--- src/rtl/sha_256_pkg.sv ---
// Shared types and constants for the SHA-256 block controller and its hash-state datapath.
package sha_256_pkg;

  localparam int BLOCK_W = 512;
  localparam int ROUNDS  = 64;
  localparam int RND_W   = 6;

  // The scheduler wraps after round 63, so the terminal index is fixed by ROUNDS.
  localparam logic [RND_W-1:0] RND_LAST = RND_W'(ROUNDS - 1);

  typedef enum logic [1:0] {
    ST_IDLE   = 2'd0,
    ST_RUN    = 2'd1,
    ST_DRAIN  = 2'd2,
    ST_UPDATE = 2'd3
  } ctrl_state_t;

  localparam logic [31:0] H0 = 32'h6a09e667;
  localparam logic [31:0] H1 = 32'hbb67ae85;
  localparam logic [31:0] H2 = 32'h3c6ef372;
  localparam logic [31:0] H3 = 32'ha54ff53a;
  localparam logic [31:0] H4 = 32'h510e527f;
  localparam logic [31:0] H5 = 32'h9b05688c;
  localparam logic [31:0] H6 = 32'h1f83d9ab;
  localparam logic [31:0] H7 = 32'h5be0cd19;

  function automatic logic [255:0] sha_256_iv();
    return {H0, H1, H2, H3, H4, H5, H6, H7};
  endfunction

endpackage

--- src/rtl/sha_256_round_counter.sv ---
// Round index counter: clears on block acceptance, counts while enabled, flags round 63.
module sha_256_round_counter
  import sha_256_pkg::*;
(
  input  logic             clk,
  input  logic             rst,
  input  logic             i_clr,
  input  logic             i_en,
  output logic [RND_W-1:0] o_rnd,
  output logic             o_term
);

  logic [RND_W-1:0] r_rnd;

  always_ff @(posedge clk or posedge rst) begin
    if (rst) begin
      r_rnd <= '0;
    end else if (i_clr) begin
      r_rnd <= '0;
    end else if (i_en) begin
      r_rnd <= r_rnd + 1'b1;
    end
  end

  assign o_rnd  = r_rnd;
  assign o_term = (r_rnd == RND_LAST);

endmodule

--- src/rtl/sha_256_block_controller.sv ---
// SHA-256 block sequencer: accepts blocks, runs 64 scheduler rounds, strobes init/update/digest.
// Optional SHA_256_CTRL_PERF_EN adds accepted-block and completed-message counters.
module sha_256_block_controller
  import sha_256_pkg::*;
(
  input  logic               clk,
  input  logic               rst,
  // Handshake: a block transfers on a rising edge where i_blk_valid && o_blk_ready;
  // the producer holds i_blk_data/i_blk_last stable until that edge.
  input  logic               i_blk_valid,
  output logic               o_blk_ready,
  input  logic [BLOCK_W-1:0] i_blk_data,
  input  logic               i_blk_last,
  output logic [BLOCK_W-1:0] o_sched_block,
  output logic               o_sched_en,
  output logic               o_cmp_en,
  output logic [RND_W-1:0]   o_cmp_round,
  output logic               o_hash_init,
  output logic               o_hash_update,
  output logic               o_digest_valid,
`ifdef SHA_256_CTRL_PERF_EN
  output logic [31:0]        o_blk_count,
  output logic [15:0]        o_msg_count,
`endif
  output logic [1:0]         o_dbg_state
);

  ctrl_state_t        r_state;
  ctrl_state_t        w_state_nxt;
  logic [BLOCK_W-1:0] r_block;
  logic               r_first;
  logic               r_last;
  logic               r_cmp_en;
  logic [RND_W-1:0]   r_cmp_round;
  logic               w_rnd_clr;
  logic               w_rnd_en;
  logic               w_rnd_term;
  logic [RND_W-1:0]   w_rnd;
  logic               w_accept;

  sha_256_round_counter u_rnd (
    .clk    (clk),
    .rst    (rst),
    .i_clr  (w_rnd_clr),
    .i_en   (w_rnd_en),
    .o_rnd  (w_rnd),
    .o_term (w_rnd_term)
  );

  always_ff @(posedge clk or posedge rst) begin
    if (rst) begin
      r_state <= ST_IDLE;
    end else begin
      r_state <= w_state_nxt;
    end
  end

  always_comb begin
    w_state_nxt    = r_state;
    o_blk_ready    = 1'b0;
    o_sched_en     = 1'b0;
    o_hash_init    = 1'b0;
    o_hash_update  = 1'b0;
    o_digest_valid = 1'b0;
    w_rnd_clr      = 1'b0;
    w_rnd_en       = 1'b0;
    unique case (r_state)
      ST_IDLE: begin
        o_blk_ready = 1'b1;
        if (i_blk_valid) begin
          o_hash_init = r_first;
          w_rnd_clr   = 1'b1;
          w_state_nxt = ST_RUN;
        end
      end
      ST_RUN: begin
        o_sched_en = 1'b1;
        // Hold at 63 instead of wrapping; DRAIN lets the last compression round land.
        if (w_rnd_term) begin
          w_state_nxt = ST_DRAIN;
        end else begin
          w_rnd_en = 1'b1;
        end
      end
      ST_DRAIN: begin
        w_state_nxt = ST_UPDATE;
      end
      ST_UPDATE: begin
        o_hash_update  = 1'b1;
        o_digest_valid = r_last;
        w_state_nxt    = ST_IDLE;
      end
      default: begin
        w_state_nxt = ST_IDLE;
      end
    endcase
  end

  assign w_accept = (r_state == ST_IDLE) && i_blk_valid;

  always_ff @(posedge clk or posedge rst) begin
    if (rst) begin
      r_block     <= '0;
      r_last      <= 1'b0;
      r_first     <= 1'b1;
      r_cmp_en    <= 1'b0;
      r_cmp_round <= '0;
    end else begin
      if (w_accept) begin
        r_block <= i_blk_data;
        r_last  <= i_blk_last;
      end
      if (r_state == ST_UPDATE) begin
        r_first <= r_last;
      end
      // The scheduler registers W, so compression strobes trail the enable by one cycle.
      r_cmp_en    <= o_sched_en;
      r_cmp_round <= w_rnd;
    end
  end

  assign o_sched_block = r_block;
  assign o_cmp_en      = r_cmp_en;
  assign o_cmp_round   = r_cmp_round;
  assign o_dbg_state   = r_state;

`ifdef SHA_256_CTRL_PERF_EN
  logic [31:0] r_blk_count;
  logic [15:0] r_msg_count;

  always_ff @(posedge clk or posedge rst) begin
    if (rst) begin
      r_blk_count <= '0;
      r_msg_count <= '0;
    end else begin
      if (w_accept) begin
        r_blk_count <= r_blk_count + 32'd1;
      end
      if (o_digest_valid) begin
        r_msg_count <= r_msg_count + 16'd1;
      end
    end
  end

  assign o_blk_count = r_blk_count;
  assign o_msg_count = r_msg_count;
`endif

endmodule

--- config.mk ---
export PLATFORM = sky130hd
export DESIGN_NAME = sha_256_block_controller
export DESIGN_NICKNAME = d
export VERILOG_FILES = /design/src/rtl/sha_256_pkg.sv /design/src/rtl/sha_256_round_counter.sv /design/src/rtl/sha_256_block_controller.sv
export SDC_FILE = /design/constraint.sdc
export NUM_CORES = 1
export LEC_CHECK = 0
export ABC_AREA = 0
export BUFFER_PORTS_ARGS = -buffer_cell sky130_fd_sc_hd__buf_4
export CELL_PAD_IN_SITES_DETAIL_PLACEMENT = 0
export CELL_PAD_IN_SITES_GLOBAL_PLACEMENT = 1
export CORE_AREA = 2 2 411 413
export CTS_CLUSTER_DIAMETER = 120
export DETAILED_ROUTE_END_ITERATION = 6
export DIE_AREA = 0 0 413 415
export GPL_ROUTABILITY_DRIVEN = 0
export GPL_TIMING_DRIVEN = 1
export PLACE_DENSITY_LB_ADDON = 0.1
export SLEW_MARGIN = 20
export SYNTH_ARGS = -nofsm -noshare
export SYNTH_HDL_FRONTEND = slang
export SYNTH_SLANG_ARGS = --single-unit
--- constraint.sdc ---
create_clock -name clk -period 49 [get_ports clk]
set_input_delay 7.35 -clock clk [delete_from_list [all_inputs] [get_ports clk]]
set_output_delay 7.35 -clock clk [all_outputs]
set_load 0.02 [all_outputs]
Yosys cells after proc, flatten, opt, wreduce, memory -nomap -nowiden
Cells that the tools add are included.
{ "word_totals": {"regBits": 529, "inputBits": 516, "output_inout_bits": 526, "wordCells": 33} }
{ "op_classes": {"n_eq_ne": 6, "n_reduce_logical": 4, "n_addsub": 1, "muxes": 15} }
{ "ops": {"columns": ["op", "count"], "rows": [
  ["2-to-1 mux 6 bit", 2],
  ["2-to-1 mux 1 bit", 10],
  ["case mux 2 bit (4 select lines)", 1],
  ["adder 6 x 1 -> 6 bit (second input constant)", 1],
  ["equality test 6 bit (second input constant)", 1],
  ["equality test 2 bit (second input constant)", 2],
  ["2-to-1 mux 2 bit", 2],
  ["equality test 2 x 1 -> 1 bit (second input constant)", 1],
  ["zero test 2 bit", 1],
  ["!= test 2 x 1 -> 1 bit (second input constant)", 1],
  ["!= test 2 bit (second input constant)", 1],
  ["AND reduction 2 bit", 1],
  ["nonzero test 2 bit", 1],
  ["logical AND 1 bit", 1]
]} }

Longest topological paths before layout
{ "logic_depth": {"depth_word": 5, "mapped_depth": 9, "ltp_nobuf": 5} }

By module
From an unflattened synthesis, not the netlist that was laid out.
{ "unflattened": {"cells_unflattened": 1138, "hier_area_um2": 22012.4} }
{ "modules_own_cells": {"columns": ["module", "cells_per_inst", "seq_area_each_um2", "instances", "area_each_um2"], "rows": [
  ["sha_256_block_controller", 1111, 13088.8, 1, 21730.8],
  ["sha_256_round_counter", 27, 150.1, 1, 281.5]
]} }

Least setup slack after synthesis
Ideal clock, no wire load.
{ "synth_timing": {"path_kind": "input to output", "start": "input port i_blk_valid", "end": "output port o_hash_init", "t_arrival_ns": 7.590, "slack_ns": 34.060, "t_required_ns": 41.650, "path_stages": 1, "path_buffers": 0, "cell_sequence": "and3_1"} }
{ "synth_between": {"elab_chain_cells": 2} }
{ "synth_rtl": {"columns": ["element", "line_no", "rtl"], "rows": [
  ["from (decl)", "sha_256_block_controller.sv:10", "input logic i_blk_valid,"],
  ["2-to-1 mux 1 bit", "sha_256_block_controller.sv:70", "if (i_blk_valid) begin"],
  ["2-to-1 mux 1 bit", "sha_256_block_controller.sv:67", "unique case (r_state)"],
  ["to (decl)", "sha_256_block_controller.sv:18", "output logic o_hash_init,"]
]} }
Every way passes these cells.

Worst setup path in the final report
Ends and elaborated chain as after synthesis.

==> impl_metrics.toml <==
[synth]
synth_edf_count = 0
seq_area_frac_synth_pct = 66.09
ys_types = 27
synthTopCellsByArea = "dfrtp_1, nand2_1, buf_2"
ys_top_cells_by_count = "nand2_1, dfrtp_1, buf_2"
yosys_warnings = 0
async_reset_ff_share_pct = 100.0
syn_avg_cell_area_um2 = 8.970
synth_fp_nets = 2754
netlist_instances = 2233
yosysTopAreaCellShare_pct = 65.96
synth_area_um2 = 20030
synth_top_flop_cell = "dfrtp_1"
synth_top_cell_by_area = "dfrtp_1"
synth_seq_cells = 529
synth.most_common_cell = "nand2_1"

[worst_setup_path]
ff2ff_path_depth = 8
crit_required_ns = 41.65
cpLargestDelayFamily = "buffers and inverters"
crit_chain = "buf_4, and3_1, buf_4"
cp.arrival_ns = 7.77
path_buf_inv = 2
path_class = "in -> out"
cp-end-kind = "output pin"
slowest_stage = "buf_4"
setup.worst_path.start_class = "input pin"
crit_top_cell = "buf_4"
endpoint = "o_hash_init"
critical_path.max_fanout = 4
crit_start = "i_blk_valid"
path_depth = 3
timing.rr.end = "o_sched_block[375]"
cpPeakStageDelay_ns = 0.15
timing.rr.start = "o_dbg_state[0]"
rrSetupSlack_ns = 44.57

[cts]
post_cts_resized = 0
clockBufferDepth = 3
cts_setup_buffers = 0
cts-hold-fix-buffers = 0
cts_buffers = 78
cts_tree = "built"
root_buffer = "clkbuf_16"
clk_latency_ns = 0.66
htreeDepth = 3
cts.sinks = 529
clk_pin_slew_ns = 0.05

[route]
drc = 0
viasPerCell = 3.300
first_pass_iters = 4
drt_iter0_markers = 875
post_drt_wl_per_cell_um = 19.53
routed_wl_um = 108000
antenna_left = 0
vias = 18260

[sta]
grt_setup_unrepaired = "no"
fin_crit_sh_pct = 30.86
slew_violations = 0
fin_crit_ns = 15.12
whs_ns = 0.4701
setup-tns-final_ns = 0
hold_violations = 0
worst_pin_slew_ns = 0.9572
worst_slack_ns = 33.88
slew_headroom_pct = 36.19
clock_skew_ns = 0.04768
max_freq_mhz = 66.14
finalSetupViolations = 0

[worst_hold_path]
hold_path_class = "reg -> reg"

[grt]
grt_max_degree = 146
antenna_found_initial = 21
grtUsageTotal_pct = 12.17
met2_usage_pct = 20.51
globalRouteOverflowTotal = 0
grt_pass1_vias = 19390
busiest_layer = "met2"
grt_pass1_wl_um = 149700
grtUsageMet3_pct = 5.506
grt_use_met1_pct = 13.47

[floorplanning]
start_util_pct = 12.02
rows = 150
die_area_um2 = 171400
coreArea_um2 = 166700
die_h_um = 415
die_x_um = 413
ioPinCount = 1042

[placement]
dp_slack_ns = 33.89
dp_cells = 5384
post-dp-hpwl_um = 79910
io_buffers = 1041
dpl_cell_area_um2 = 30110

[power_and_ir_drop]
leakagePower_nw = 17.55
max-vdd-ir-drop_v = 0.00003313
p_per_area_nw_per_um2 = 72.15
finalPower_mw = 2.356

[cells_and_area]
fin_util_pct = 19.60
seqCellArea_um2 = 13240
drive_gt1_share_pct = 35.59
area_growth_syn_to_layout_pct = 63.06
fill_cells = 18800
nets = 3781
stdcell_area_um2 = 32660
stdcell_count = 5533
multi_input_area_um2 = 6096

[run_status]
status = "complete, no violations"

[run]
drv_cap = 0
-- metal layers --
metal	up-vias	wire, um
li1	8814	-
met1	8664	41310
met2	633	53020
met3	138	10680
met4	12	2946
met5	-	83
-- how the worst min path moves through the flow --
stage,cells after the start,endpoint,slack (ns),start
2_1_floorplan,0,o_cmp_round[0],0.40,u_rnd.o_rnd[0]
3_3_place_gp,2,o_sched_block[190],0.46,o_sched_block[190]
3_5_place_dp,2,o_sched_block[500],0.46,o_sched_block[500]
4_1_cts,2,o_sched_block[500],0.48,o_sched_block[500]
5_1_grt,2,o_sched_block[17],0.49,o_sched_block[17]
6_report,2,o_sched_block[502],0.47,o_sched_block[502]
-- cells by family (layout without fill, tap and decap cells) --
family	count (synthesis)	count (layout)	share of synthesized area, %
adders and majority gates	5	5	0.3123
AOI/OAI and AO/OA	13	13	0.4497
DFF	529	529	66.09
other	0	11	0
buffers and inverters	121	1206	3.523
and+or+nand+nor	1562	1562	29.46
muxes	3	3	0.1562
-- worst min-delay path: cells and delay by family (launching register included) --
family | cells | cell delay, ns
flops | 1 | 0.34
simple gates | 2 | 0.10
-- sequential cells by signal, indices dropped and copies added (netlist names) --
| name | cells |
|---|---|
| o_cmp_en | 1 |
| o_cmp_round | 6 |
| o_dbg_state | 2 |
| o_sched_block | 512 |
| r_first | 1 |
| r_last | 1 |
| u_rnd.o_rnd | 6 |
-- placed cells by master, fill, tap and decap left out, types with 2 or more instances in the layout --
| master | count |
|---|---|
| nand4_1 | 2 |
| inv_1 | 4 |
| clkinv_2 | 5 |
| and3_1 | 3 |
| nor2_1 | 2 |
| nand2b_1 | 3 |
| a211oi_1 | 2 |
| a21oi_1 | 2 |
| dfrtp_1 | 528 |
| inv_16 | 2 |
| a31oi_1 | 3 |
| clkbuf_8 | 19 |
| a311oi_1 | 3 |
| clkbuf_16 | 81 |
| buf_4 | 1062 |
| mux2i_1 | 2 |
| nand3_1 | 2 |
| o211ai_1 | 2 |
| diode_2 | 11 |
| clkbuf_1 | 26 |
| ha_1 | 5 |
| nand2_1 | 1543 |
-- where the power goes --
| group | switching (mW) | leakage, nW | internal, mW |
|---|---|---|---|
| registers | 0.118 | 6.60 | 0.642 |
| clock network | 0.233 | 1.23 | 0.334 |
| logic | 0.653 | 9.72 | 0.377 |
-- cell type report --
cell class | instances | area share [%]
antenna | 11 | 0.08428
clock buffer | 126 | 7.305
clock inverter | 12 | 0.4176
inverter | 5 | 0.08045
multi-input combinational | 1583 | 18.66
sequential | 529 | 40.53
tap | 2204 | 8.443
timing repair buffer | 1063 | 24.47
Note: power is estimated with default switching activity, not from simulation.
